### src/rtl/game_over_ctrl.sv
// game_over_ctrl: end-of-game banner sequencer.
// Tracks lives and the alien-landed / aliens-cleared events, freezes play
// when the game ends, scrolls the loser/winner banner on a divided tick,
// holds it, then waits for a restart press and pulses game_reset.
// Optional feature macro: GAME_OVER_WINNER_EN (enables the win sequence).
// Handshake note: all event inputs are single-cycle pulses with no ready
// back-pressure; an event is consumed on the edge it is sampled, or dropped
// if the current state ignores it.
// state_dbg encoding: 0=PLAY 1=SCROLL 2=HOLD 3=WAIT.
module game_over_ctrl #(
  parameter int LIVES      = 3,
  parameter int TICK_DIV   = 1000000,
  parameter int START_ROW  = 480,
  parameter int STOP_ROW   = 120,
  parameter int STEP       = 3,
  parameter int HOLD_TICKS = 64
) (
  input  logic        clk,
  input  logic        rst,
  input  logic        player_hit,
  input  logic        alien_landed,
  input  logic        aliens_cleared,
  input  logic        restart,
  output logic        loser,
  output logic        winner,
  output logic        freeze,
  output logic [11:0] banner_row,
  output logic [2:0]  lives,
  output logic        game_reset,
  output logic [1:0]  state_dbg
);

`ifdef GAME_OVER_WINNER_EN
  localparam logic WIN_EN = 1'b1;
`else
  localparam logic WIN_EN = 1'b0;
`endif

  localparam int TW = (TICK_DIV > 1) ? $clog2(TICK_DIV) : 1;
  localparam int HW = (HOLD_TICKS > 1) ? $clog2(HOLD_TICKS) : 1;

  localparam logic [TW-1:0] TICK_LAST = TW'(TICK_DIV - 1);
  localparam logic [HW-1:0] HOLD_LAST = HW'(HOLD_TICKS - 1);
  localparam logic [11:0]   ROW_START = 12'(START_ROW);
  localparam logic [11:0]   ROW_STOP  = 12'(STOP_ROW);
  localparam logic [11:0]   ROW_STEP  = 12'(STEP);
  localparam logic [2:0]    LIVES_INIT = 3'(LIVES);

  typedef enum logic [1:0] {S_PLAY = 2'd0, S_SCROLL = 2'd1, S_HOLD = 2'd2, S_WAIT = 2'd3} state_t;

  state_t      state_q, state_d;
  logic [TW-1:0] tick_cnt_q;
  logic [HW-1:0] hold_cnt_q;

  logic        tick;
  logic        ev_lose, ev_last_hit, ev_dec, ev_win;
  logic [11:0] row_next;
  logic        scroll_done, hold_done;

  logic        loser_d, winner_d, freeze_d, game_reset_d;
  logic [11:0] banner_row_d;
  logic [2:0]  lives_d;

  assign state_dbg = state_q;

  // Event decode and scroll arithmetic shared by next-state and output logic
  always_comb begin
    tick        = ((state_q == S_SCROLL) || (state_q == S_HOLD)) && (tick_cnt_q == TICK_LAST);
    ev_last_hit = player_hit && !alien_landed && (lives == 3'd1);
    ev_lose     = alien_landed || ev_last_hit;
    ev_dec      = player_hit && !alien_landed && (lives > 3'd1);
    ev_win      = WIN_EN && aliens_cleared && !ev_lose;
    // Saturating subtract so the banner never passes its stop row
    row_next    = (banner_row >= (ROW_STOP + ROW_STEP)) ? (banner_row - ROW_STEP) : ROW_STOP;
    scroll_done = tick && (row_next == ROW_STOP);
    hold_done   = tick && (hold_cnt_q == HOLD_LAST);
  end

  // State register
  always_ff @(posedge clk or negedge rst) begin
    if (!rst) state_q <= S_PLAY;
    else      state_q <= state_d;
  end

  // Next-state logic
  always_comb begin
    state_d = state_q;
    case (state_q)
      S_PLAY:   if (ev_lose || ev_win) state_d = S_SCROLL;
      S_SCROLL: if (scroll_done)       state_d = S_HOLD;
      S_HOLD:   if (hold_done)         state_d = S_WAIT;
      S_WAIT:   if (restart)           state_d = S_PLAY;
      default:                         state_d = S_PLAY;
    endcase
  end

  // Next values for the registered outputs
  always_comb begin
    loser_d      = loser;
    winner_d     = winner;
    freeze_d     = freeze;
    banner_row_d = banner_row;
    lives_d      = lives;
    game_reset_d = 1'b0;
    case (state_q)
      S_PLAY: begin
        if (ev_lose) begin
          loser_d  = 1'b1;
          freeze_d = 1'b1;
          if (ev_last_hit) lives_d = 3'd0;
        end else begin
          if (ev_dec) lives_d = lives - 3'd1;
          if (ev_win) begin
            winner_d = 1'b1;
            freeze_d = 1'b1;
          end
        end
      end
      S_SCROLL: if (tick) banner_row_d = row_next;
      S_WAIT: begin
        if (restart) begin
          game_reset_d = 1'b1;
          lives_d      = LIVES_INIT;
          banner_row_d = ROW_START;
          loser_d      = 1'b0;
          winner_d     = 1'b0;
          freeze_d     = 1'b0;
        end
      end
      default: ;
    endcase
  end

  // Output and counter registers; counters idle at zero outside SCROLL/HOLD
  always_ff @(posedge clk or negedge rst) begin
    if (!rst) begin
      loser      <= 1'b0;
      winner     <= 1'b0;
      freeze     <= 1'b0;
      game_reset <= 1'b0;
      banner_row <= ROW_START;
      lives      <= LIVES_INIT;
      tick_cnt_q <= '0;
      hold_cnt_q <= '0;
    end else begin
      loser      <= loser_d;
      winner     <= winner_d;
      freeze     <= freeze_d;
      game_reset <= game_reset_d;
      banner_row <= banner_row_d;
      lives      <= lives_d;
      if ((state_q == S_SCROLL) || (state_q == S_HOLD))
        tick_cnt_q <= (tick_cnt_q == TICK_LAST) ? '0 : tick_cnt_q + 1'b1;
      else
        tick_cnt_q <= '0;
      if (state_q != S_HOLD)
        hold_cnt_q <= '0;
      else if (tick)
        hold_cnt_q <= hold_cnt_q + 1'b1;
    end
  end

endmodule
### config.mk
export PLATFORM = sky130hd
export DESIGN_NAME = game_over_ctrl
export DESIGN_NICKNAME = d
export VERILOG_FILES = /design/src/rtl/game_over_ctrl.sv
export SDC_FILE = /design/constraint.sdc
export NUM_CORES = 1
export LEC_CHECK = 0
export BUFFER_PORTS_ARGS = -buffer_cell sky130_fd_sc_hd__buf_2
export CAP_MARGIN = 30
export CELL_PAD_IN_SITES_DETAIL_PLACEMENT = 0
export CELL_PAD_IN_SITES_GLOBAL_PLACEMENT = 2
export CORE_MARGIN = 4
export CORE_UTILIZATION = 37
export DETAILED_ROUTE_END_ITERATION = 10
export PLACE_DENSITY_LB_ADDON = 0.1
export SYNTH_ARGS = -nofsm -noshare
export SYNTH_HDL_FRONTEND = slang
export SYNTH_SLANG_ARGS = --single-unit
### constraint.sdc
create_clock -name clk -period 3.5 [get_ports clk]
set_input_delay 1.05 -clock clk [delete_from_list [all_inputs] [get_ports clk]]
set_output_delay 1.05 -clock clk [all_outputs]
set_load 0.05 [all_outputs]
After elaboration in Yosys (flattened, before gate mapping)
Index checks and enable logic that the tools add are counted.
- input bits: 6
- word-level logic and storage cells: 68
- register bits after elaboration: 45
- output and inout bits: 21
- equal/unequal tests: 15
- add/subtract/negate cells: 4
- mux-type cells: 23
- reductions and logical operators: 17
- magnitude comparators: 2
- operator list (kind ; count):
    20-bit 2-to-1 mux ; 2
    12-bit 2-to-1 mux ; 3
    12-bit one-hot mux with 2 select lines ; 1
    20-bit by 1-bit adder with 20-bit output, second input constant ; 1
    20-bit == test, second input constant ; 1
    12-bit by 7-bit == test with 1-bit output, second input constant ; 1
    12-bit by 7-bit greater-or-equal comparator with 1-bit output, second input constant ; 1
    3-bit 2-to-1 mux ; 4
    6-bit 2-to-1 mux ; 2
    2-bit inequality test, second input constant ; 6
    12-bit by 2-bit subtractor with 12-bit output, second input constant ; 1
    2-bit 2-to-1 mux ; 4
    2-bit one-hot mux with 4 select lines ; 1
    4-bit AND reduction ; 2
    6-bit by 1-bit adder with 6-bit output, second input constant ; 1
    6-bit == test, second input constant ; 1
    1-bit logical AND ; 6
    3-bit inequality test, second input constant ; 2
    3-bit one-hot mux with 2 select lines ; 1
    3-bit AND reduction ; 2
    2-bit nonzero test ; 3
    2-bit == test, second input constant ; 2
    1-bit 2-to-1 mux ; 4
    3-bit by 1-bit == test with 1-bit output, second input constant ; 1
    7 further kinds ; 8

Depth between registers and ports, before layout
Gate-level depths: netlist (run 1).
- depth in word-level cells: 6
- gate-level depth with buffers: 9
- gate-level depth less buffers: 8

Worst setup path before layout (run 1)
No wires, ideal clock.
- path kind: register to register
- from: register banner_row[2]
- to: register state_q[0] (netlist: state_dbg[0])
- clock period less this slack: 2.746 ns
- required time: 3.373 ns
- library setup time: 0.127 ns
- buffers on the path: 2
- arrival: 2.619 ns
- slack: 0.754 ns
- cell stages (with the launch flop): 10
- path through: dfrtp_1 -> buf_6 -> or4_1 -> buf_2 -> or3_1 -> a2111oi_2 -> a31oi_1 -> o31ai_1 -> nand2_1 -> mux2i_1
- cells in the longest elaborated chain, start to end: 6
- elaborated cells on any way between the ends: 7
- those cells by class: add/sub: 1; order compare: 1; eq/ne: 2; mux: 1; reduce/logical: 2
- RTL lines (element ; line ; source):
    start: declaration ; 27 ; output logic [11:0] banner_row,
    start signal: assignment ; 150 ; banner_row <= banner_row_d;
    12-bit by 2-bit subtractor with 12-bit output or 12-bit by 7-bit greater-or-equal comparator with 1-bit output (tied branches) ; 74 ; row_next = (banner_row >= (ROW_STOP + ROW_STEP)) ? (banner_row - ROW_STEP) : ROW_STOP;
    12-bit 2-to-1 mux * ; 74 ;
    12-bit by 7-bit == test with 1-bit output * ; 75 ; scroll_done = tick && (row_next == ROW_STOP);
    1-bit logical AND * ; 75 ;
    2-bit inequality test (no line) * ; - ;
    4-bit AND reduction (no line) * ; - ;
    end signal: assignment ; 82 ; else state_q <= state_d;
    end: declaration ; 51 ; state_t state_q, state_d;
Every way passes the cells marked *; elsewhere a longest branch is shown, timed or not.
A chain may end at the register's enable or synchronous reset.

Worst setup path in the final report (run 1)
Same ends and word-level chain as after synthesis.

==> summary.log, run 1 <==
qor: status.result_of_the_run completed
qor: floorplanning.die_h 93.0 µm
qor: critical_path.crit_path_max_fanout 11
qor: cts.htree_levels 2
qor: cts.clock-root-buffer clkbuf_8
qor: synthesis.synth.distinct_cells 55
qor: routing.dr.pass1.iters 4
qor: synthesis.synth.top_cells.by_area dfrtp_1 (37%), dfstp_2 (5.9%), nor2_1 (5.5%), ha_1 (4.7%), xnor2_1 (3.6%)
qor: synthesis.synth_area_per_cell 9.06 µm²
qor: power.report.power.total 1.69 mW
qor: synthesis.syn-instance-count 295
qor: global_routing.grt_use_total 14.1%
qor: floorplanning.initial_core_util 38.7%
qor: critical_path.worst_ep_arrival_time 2.92 ns
qor: power.vdd_ir_drop_max 242 µV
qor: cells_and_area.areaGrowthSynthToFinish 13.2%
qor: cts.setup_buffers_after_cts 0
qor: floorplanning.floorplan.core_area 0.00691 mm²
qor: worst_hold_path.timing.hold.worst.start tick_cnt_q[0]$_DFF_PN0_
qor: cts.cts.hold.buffers_added 0
qor: floorplanning.pin_count 27
qor: routing.ant_nets 0
qor: cts.tritoncts.num_buffers 5
qor: critical_path.timing.critical_path.required 3.68 ns
qor: critical_path.start_kind flop
qor: synthesis.synthDominantCellAreaShare 36.5%
qor: synthesis.synth.largest_area_cell dfrtp_1
qor: sta.maxSlewViolCount 0
qor: sta.max_clock_freq 0.365 GHz
qor: routing.finalWirelength 5750 µm
qor: sta.period_share 78.3%
qor: sta.fin_tns_setup 0 ns
qor: critical_path.cp-end-kind flop
qor: routing.vias_per_cell 5.10
qor: routing.vias 2128
qor: routing.drc 0
qor: synthesis.edff_count_synth 0
qor: placed_design.portBuffers 24
qor: critical_path.r2r_start banner_row[2]$_DFFE_PN0P_
qor: cts.ctsResizeCount 0
qor: cts.clock-sinks 45
qor: global_routing.grt_pass1_wl 9860 µm
qor: routing.wire_per_inst 13.8 µm
qor: cells_and_area.post_route_cells_drive_above_1_share 15.3%
qor: worst_hold_path.hold_class reg2reg
qor: synthesis.synth.cells.most_frequent dfrtp_1 (39), nor2_1 (39), nand2_1 (23)
qor: synthesis.ys_seq_elements 45
qor: job.cap_viol_max_count 0
qor: sta.actual_slew_at_the_worst_max_slew_pin 0.532 ns
qor: cts.max-clock-path-buffers 2
qor: cells_and_area.nets 336
qor: floorplanning.chipWidth 93.0 µm
qor: placed_design.placed_cell_count 409
qor: synthesis.ys.warnings.count 0
qor: critical_path.timing.critical_path.from banner_row[2]$_DFFE_PN0P_
qor: sta.finalSetupViolations 0
qor: critical_path.critical_path_class reg2reg
qor: synthesis.net_count_of_the_mapped_netlist 311
qor: sta.setup_repair_after_global_routing_missed_its_margin no
qor: sta.final_skew 0.00436 ns
qor: routing.number_of_design_rule_violations_left_by_the_first_detailed_router_iteration 73
qor: placed_design.place_hpwl 4200 µm
qor: floorplanning.dieArea 0.00865 mm²
qor: cts.worst_setup_hold_path_clk_slew 0.09 ns
qor: global_routing.global_route.overflow_total 0
qor: sta.worst_slew_margin_rel 64.2%
qor: cts.cts_tree done
qor: cts.worstSkewPairLatency 0.29 ns
qor: floorplanning.number_of_rows_in_the_core_area 30
qor: cells_and_area.final_cell_count_no_fill 417
qor: synthesis.mappedNetlistArea 0.00267 mm²
qor: placed_design.routabilityCongestion 0.759
qor: synthesis.synth_seq_area_share 42.4%
qor: synthesis.ys_async_sr_fraction 100%
qor: sta.final_hold_viol_count 0
qor: global_routing.pin_count_of_the_biggest_net_entering_global_routing 25
qor: global_routing.number_of_global_route_vias_before_repair 2017
qor: global_routing.grt_antenna_before_repair 0
qor: sta.holdWs 0.488 ns
qor: cells_and_area.diodes 0
qor: power.p_leak 1.31 nW
qor: sta.final_period_minus_worst_setup_slack 2.74 ns
qor: power.power-per-cell-area 558 mW/mm²
qor: synthesis.synthFlopType dfrtp_1
report_power, final:
part           switching, mW  total [mW]  internal (mW)
registers             0.0505       0.633          0.582
logic                  0.447       0.655          0.208
clock network          0.183       0.399          0.216
total                  0.680        1.69           1.01
layout make-up:
class / instances / area [µm²]
sequential: 45 / 1130
timing repair buffer: 31 / 185
multi-input combinational: 222 / 1420
inverter: 15 / 56.3
clock inverter: 2 / 38.8
clock buffer: 6 / 72.6
tap: 96 / 120
fill: 748 / 3880
logic make-up after synthesis:
family          count (synthesis)  synth area share (%)
xor+xnor                       22                  7.21
buf+inv                        28                  4.54
mux                             5                  1.92
compound gates                 56                  14.0
fa+ha+maj                      10                  4.68
flops                          45                  42.4
other cells                     1                 0.140
simple gates                  128                  25.0
layout by cell type, fill, tap and decap left out, drive strengths merged, types with 4 or more instances in the layout:
cell and n:
nand3 10, nor4 5, dfrtp 39, a31oi 5, dfstp 6, or3 4, nor2 39, nand4 7
nor2b 7, nand2 23, a21oi 9, inv 16, buf 31, xor2 11, xnor2 11, mux2i 4
nor3 6, o21ai 17, and3 5, clkbuf 6, ha 10, and2 7
worst max-delay path, cell delays in order (launching register included):
cell and delay, ns:
dfrtp_1 0.50, or4_1 0.65, or3_1 0.37, a2111oi_2 0.38
a31oi_1 0.18, o31ai_1 0.27, nand2_1 0.13, mux2i_1 0.13
sequential cells by signal (all words and copies together), names as in the netlist:
register	cells
banner_row	12
freeze	1
game_reset	1
hold_cnt_q	6
lives	3
state_dbg	2
tick_cnt_q	20
metal layers:
layer  wire [µm]  track usage (%)  vias to the layer above
met1        2880             19.5                     1003
met3         213             2.74                        5
met5           0                0                        -
met4          44             3.30                        0
met2        2610             22.9                       27
li1            -                -                     1093
final timing paths:
| path | slack [ns] | depth (start not counted) | endpoint |
|---|---|---|---|
| min in group asynchronous | 0.73 | 1 | lives[2]$_DFFE_PN0P_ |
| hold / removal | 0.49 | 1 | tick_cnt_q[0]$_DFF_PN0_ |
| setup / recovery | 0.76 | 7 | state_dbg[0]$_DFFE_PN0P_ |
| max in group asynchronous | 2.19 | 2 | lives[0]$_DFFE_PN1P_ |
| hold reg to reg | 0.49 | 1 | tick_cnt_q[0]$_DFF_PN0_ |
| setup reg to reg | 0.76 | 7 | state_dbg[0]$_DFFE_PN0P_ |
per-stage QoR:
step           utilization, %  worst slack (ns)  instance area [µm²]
5_1_grt                  43.8             0.505                 3020
3_5_place_dp             42.2             0.739                 2910
6_report                 43.8             0.761                 3020
4_1_cts                  43.8             0.727                 3020
3_3_place_gp             41.9             0.723                 2890
2_1_floorplan               -             0.754                 2670
Note: power is estimated with default switching activity, not from simulation.
==> run 2, diff against run 1 <==
--- a/config.mk
+++ b/config.mk
@@ -10,7 +10,7 @@
 export CELL_PAD_IN_SITES_DETAIL_PLACEMENT = 0
 export CELL_PAD_IN_SITES_GLOBAL_PLACEMENT = 2
 export CORE_MARGIN = 4
-export CORE_UTILIZATION = 37
+export CORE_UTILIZATION = 33
 export DETAILED_ROUTE_END_ITERATION = 10
 export PLACE_DENSITY_LB_ADDON = 0.1
 export SYNTH_ARGS = -nofsm -noshare
==> constraint.sdc (replaced) <==
create_clock -name clk -period 2.2 [get_ports clk]
set_input_delay 0.66 -clock clk [delete_from_list [all_inputs] [get_ports clk]]
set_output_delay 0.66 -clock clk [all_outputs]
set_load 0.05 [all_outputs]
==> run 2 against run 1 <==
The flow now finishes with violations (setup timing). Cell area is 17% higher. Via count is 11% higher. Final cell count up 14%. Total power increased by 63%. Wire length grew 18%. Sequential share of layout area down 5.1 points. Worst setup slack got worse by 0.95 ns. Count of clock-buffer cells in the layout decreased by 1.
==> summary.log, run 2 (synthesis gave the netlist of run 1 again) <==
qor: power.share_clk_of_total_power 19.1% [was 23.7%]
qor: critical_path.r2r_start banner_row[4]$_DFFE_PN0P_ [was banner_row[2]$_DFFE_PN0P_]
qor: routing.number_of_design_rule_violations_left_by_the_first_detailed_router_iteration 66 [was 73]
qor: sta.max_clock_freq 0.419 GHz [was 0.365 GHz]
qor: sta.holdWs 0.315 ns [was 0.488 ns]
qor: critical_path.critical_path.cell_chain or4_4 > or3_4 > a2111oi_4 > a31oi_1 > o31ai_1 > nand2_1 > mux2i_1 [was or4_1 > or3_1 > a2111oi_2 > a31oi_1 > o31ai_1 > nand2_1 > mux2i_1]
qor: floorplanning.initial_core_util 34.2% [was 38.7%]
qor: critical_path.start_kind flop [unchanged]
qor: power.report.power.total 2.75 mW [was 1.69 mW]
qor: cts.clock-sinks 45 [unchanged]
qor: placed_design.place_hpwl 4970 µm [was 4200 µm]
qor: critical_path.rrSetupSlack -0.18 ns [was 0.76 ns]
qor: routing.finalWirelength 6780 µm [was 5750 µm]
qor: power.p_leak 1.58 nW [was 1.31 nW]
qor: critical_path.critical-path-top-delay-family simple AND/OR/NAND/NOR gates [unchanged]
qor: cells_and_area.mostFrequentLayoutCells buf_4 (54), nor2_1 (37), dfrtp_1 (34) [was nor2_1 (39), dfrtp_1 (39), buf_2 (24)]
qor: job.cap_viol_max_count 0 [unchanged]
qor: power.seq_power_share 36.4% [was 37.5%]
qor: power.power.switching_fraction 42.0% [was 40.3%]
qor: floorplanning.floorplan.core_area 0.00781 mm² [was 0.00691 mm²]
qor: cts.clock-root-buffer clkbuf_8 [unchanged]
qor: global_routing.global_route.overflow_total 0 [unchanged]
qor: critical_path.timing.critical_path.required 2.39 ns [was 3.68 ns]
qor: placed_design.routabilityCongestion 0.757 [was 0.759]
qor: sta.maxSlewViolCount 0 [unchanged]
qor: global_routing.grt_use_total 14.5% [was 14.1%]
qor: sta.final_hold_viol_count 0 [unchanged]
qor: floorplanning.number_of_rows_in_the_core_area 32 [was 30]
qor: floorplanning.die_h 98.0 µm [was 93.0 µm]
qor: cells_and_area.diodes 0 [unchanged]
qor: routing.wire_per_inst 14.3 µm [was 13.8 µm]
qor: worst_hold_path.hold_class in2async [was reg2reg]
qor: global_routing.grt_antenna_before_repair 0 [unchanged]
qor: power.vdd_ir_drop_max 400 µV [was 242 µV]
qor: cts.worstSkewPairLatency 0.30 ns [was 0.29 ns]
qor: cells_and_area.nets 387 [was 336]
qor: critical_path.cpPeakStageDelay 0.54 ns [was 0.65 ns]
qor: routing.ant_nets 0 [unchanged]
qor: sta.final_period_minus_worst_setup_slack 2.38 ns [was 2.74 ns]
qor: cells_and_area.post_route_cells_drive_above_1_share 32.8% [was 15.3%]
qor: power.p_switching 1.15 mW [was 0.680 mW]
qor: critical_path.critPathSlowestCell or4_4 [was or4_1]
qor: global_routing.number_of_global_route_vias_before_repair 2370 [was 2017]
qor: floorplanning.pin_count 27 [unchanged]
qor: floorplanning.dieArea 0.00960 mm² [was 0.00865 mm²]
qor: sta.setup_repair_after_global_routing_missed_its_margin yes [was no]
qor: cts.tritoncts.num_buffers 5 [unchanged]
qor: sta.actual_slew_at_the_worst_max_slew_pin 0.506 ns [was 0.532 ns]
qor: power.power-per-cell-area 780 mW/mm² [was 558 mW/mm²]
qor: routing.vias_per_cell 4.99 [was 5.10]
qor: status.result_of_the_run finished, violations left [was completed]
qor: cts.max-clock-path-buffers 2 [unchanged]
qor: global_routing.grt_pass1_wl 11400 µm [was 9860 µm]
qor: routing.vias 2367 [was 2128]
qor: status.violations_in_the_final_reports setup timing
qor: routing.drc 0 [unchanged]
qor: routing.dr.pass1.iters 4 [unchanged]
qor: cts.htree_levels 2 [unchanged]
qor: placed_design.portBuffers 24 [unchanged]
qor: power.p_comb_share 44.5% [was 38.8%]
qor: sta.worst_slew_margin_rel 66.2% [was 64.2%]
qor: cells_and_area.top_regs tick_cnt_q (20), banner_row (12), hold_cnt_q (6) [unchanged]
qor: sta.period_share 108% [was 78.3%]
qor: cells_and_area.areaGrowthSynthToFinish 31.8% [was 13.2%]
qor: critical_path.critical_path_class reg2reg [unchanged]
qor: sta.finalSetupViolations 2 [was 0]
qor: critical_path.worst_ep_arrival_time 2.57 ns [was 2.92 ns]
qor: critical_path.cp-end-kind flop [unchanged]
qor: sta.final_skew 0.00860 ns [was 0.00436 ns]
qor: floorplanning.chipWidth 98.0 µm [was 93.0 µm]
qor: cts.worst_setup_hold_path_clk_slew 0.09 ns [about the same]
qor: critical_path.crit_path_max_fanout 2 [was 11]
qor: cells_and_area.max_flop_register tick_cnt_q [unchanged]
qor: power.intPower 1.59 mW [was 1.01 mW]
qor: cells_and_area.largest_register_ff_count 20 [unchanged]
qor: cts.cts_tree done [unchanged]
qor: sta.setup_ws -0.185 ns [was 0.761 ns]
qor: critical_path.cp_num_buf_inv 0 [unchanged]
qor: cells_and_area.final_common_cell buf_4
qor: global_routing.pin_count_of_the_biggest_net_entering_global_routing 28 [was 25]
qor: critical_path.timing.critical_path.from banner_row[4]$_DFFE_PN0P_ [was banner_row[2]$_DFFE_PN0P_]
run 2: cell count changes in the layout (fill, tap and decap cells not counted), moves of 3 or more:
cell     change
buf_4       +48
dfrtp_1      -5
dfrtp_2      +5
nor4b_1      -3
run 2: area by class of cell:
| type | instances | area, µm² |
|---|---|---|
| Tap cell | 102 | 128 |
| Fill cell | 801 | 4280 |
| Clock buffer | 5 | 68.8 |
| Sequential cell | 45 | 1140 |
| Timing Repair Buffer | 82 | 597 |
| Clock inverter | 3 | 17.5 |
| Inverter | 15 | 56.3 |
| Multi-Input combinational cell | 222 | 1520 |
run 2: path summary, 6_finish.rpt:
path / end / cells past startpoint
max reg2reg: state_dbg[1]$_DFFE_PN0P_ / 7
min in group clk: lives[0]$_DFFE_PN1P_ / 2
min reg2reg: lives[0]$_DFFE_PN1P_ / 2
max: state_dbg[1]$_DFFE_PN0P_ / 7
max in group asynchronous: lives[1]$_DFFE_PN1P_ / 2
min: banner_row[2]$_DFFE_PN0P_ / 1
run 2: what timing repair did:
item | in CTS | in global routing
setup endpoints to repair | 6 | 12
pin swaps | 1 | 4
hold buffers | 0 | 0
gates resized for setup | 3 | 17
buffers inserted | 3 | 3
run 2: per-layer routing:
metal | part of all wire, % | up-vias | global-route usage, % | wire length (µm)
li1 | - | 1194 | - | -
met1 | 47 | 1136 | 18.2 | 3170
met2 | 49 | 28 | 25.5 | 3310
met3 | 3.0 | 9 | 2.93 | 206
met4 | 1.3 | 0 | 3.62 | 90
met5 | 0 | - | 0 | 0
run 2: power groups by stage:
stage	logic, mW	registers, mW	clock network [mW]
floorplan	0.584	1.21	0
global placement	1.19	1.01	0
detailed placement	1.20	1.02	0
CTS	1.20	1.00	0.548
global route	1.35	1.01	0.587
finish	1.22	0.999	0.525
run 2: metrics by stage:
step | utilization, % | cells | TNS [ns] | cell area (µm²) | setup slack, ns
6_report | 45.1 | 474 | -0.364 | 3520 | -0.185
5_1_grt | 45.1 | 474 | -0.648 | 3520 | -0.310
4_1_cts | 43.7 | 471 | -0.458 | 3410 | -0.226
3_5_place_dp | 42.0 | 460 | -0.690 | 3280 | -0.258
3_3_place_gp | 42.0 | 460 | -0.613 | 3280 | -0.258
2_1_floorplan | - | 295 | -0.701 | 2690 | -0.351
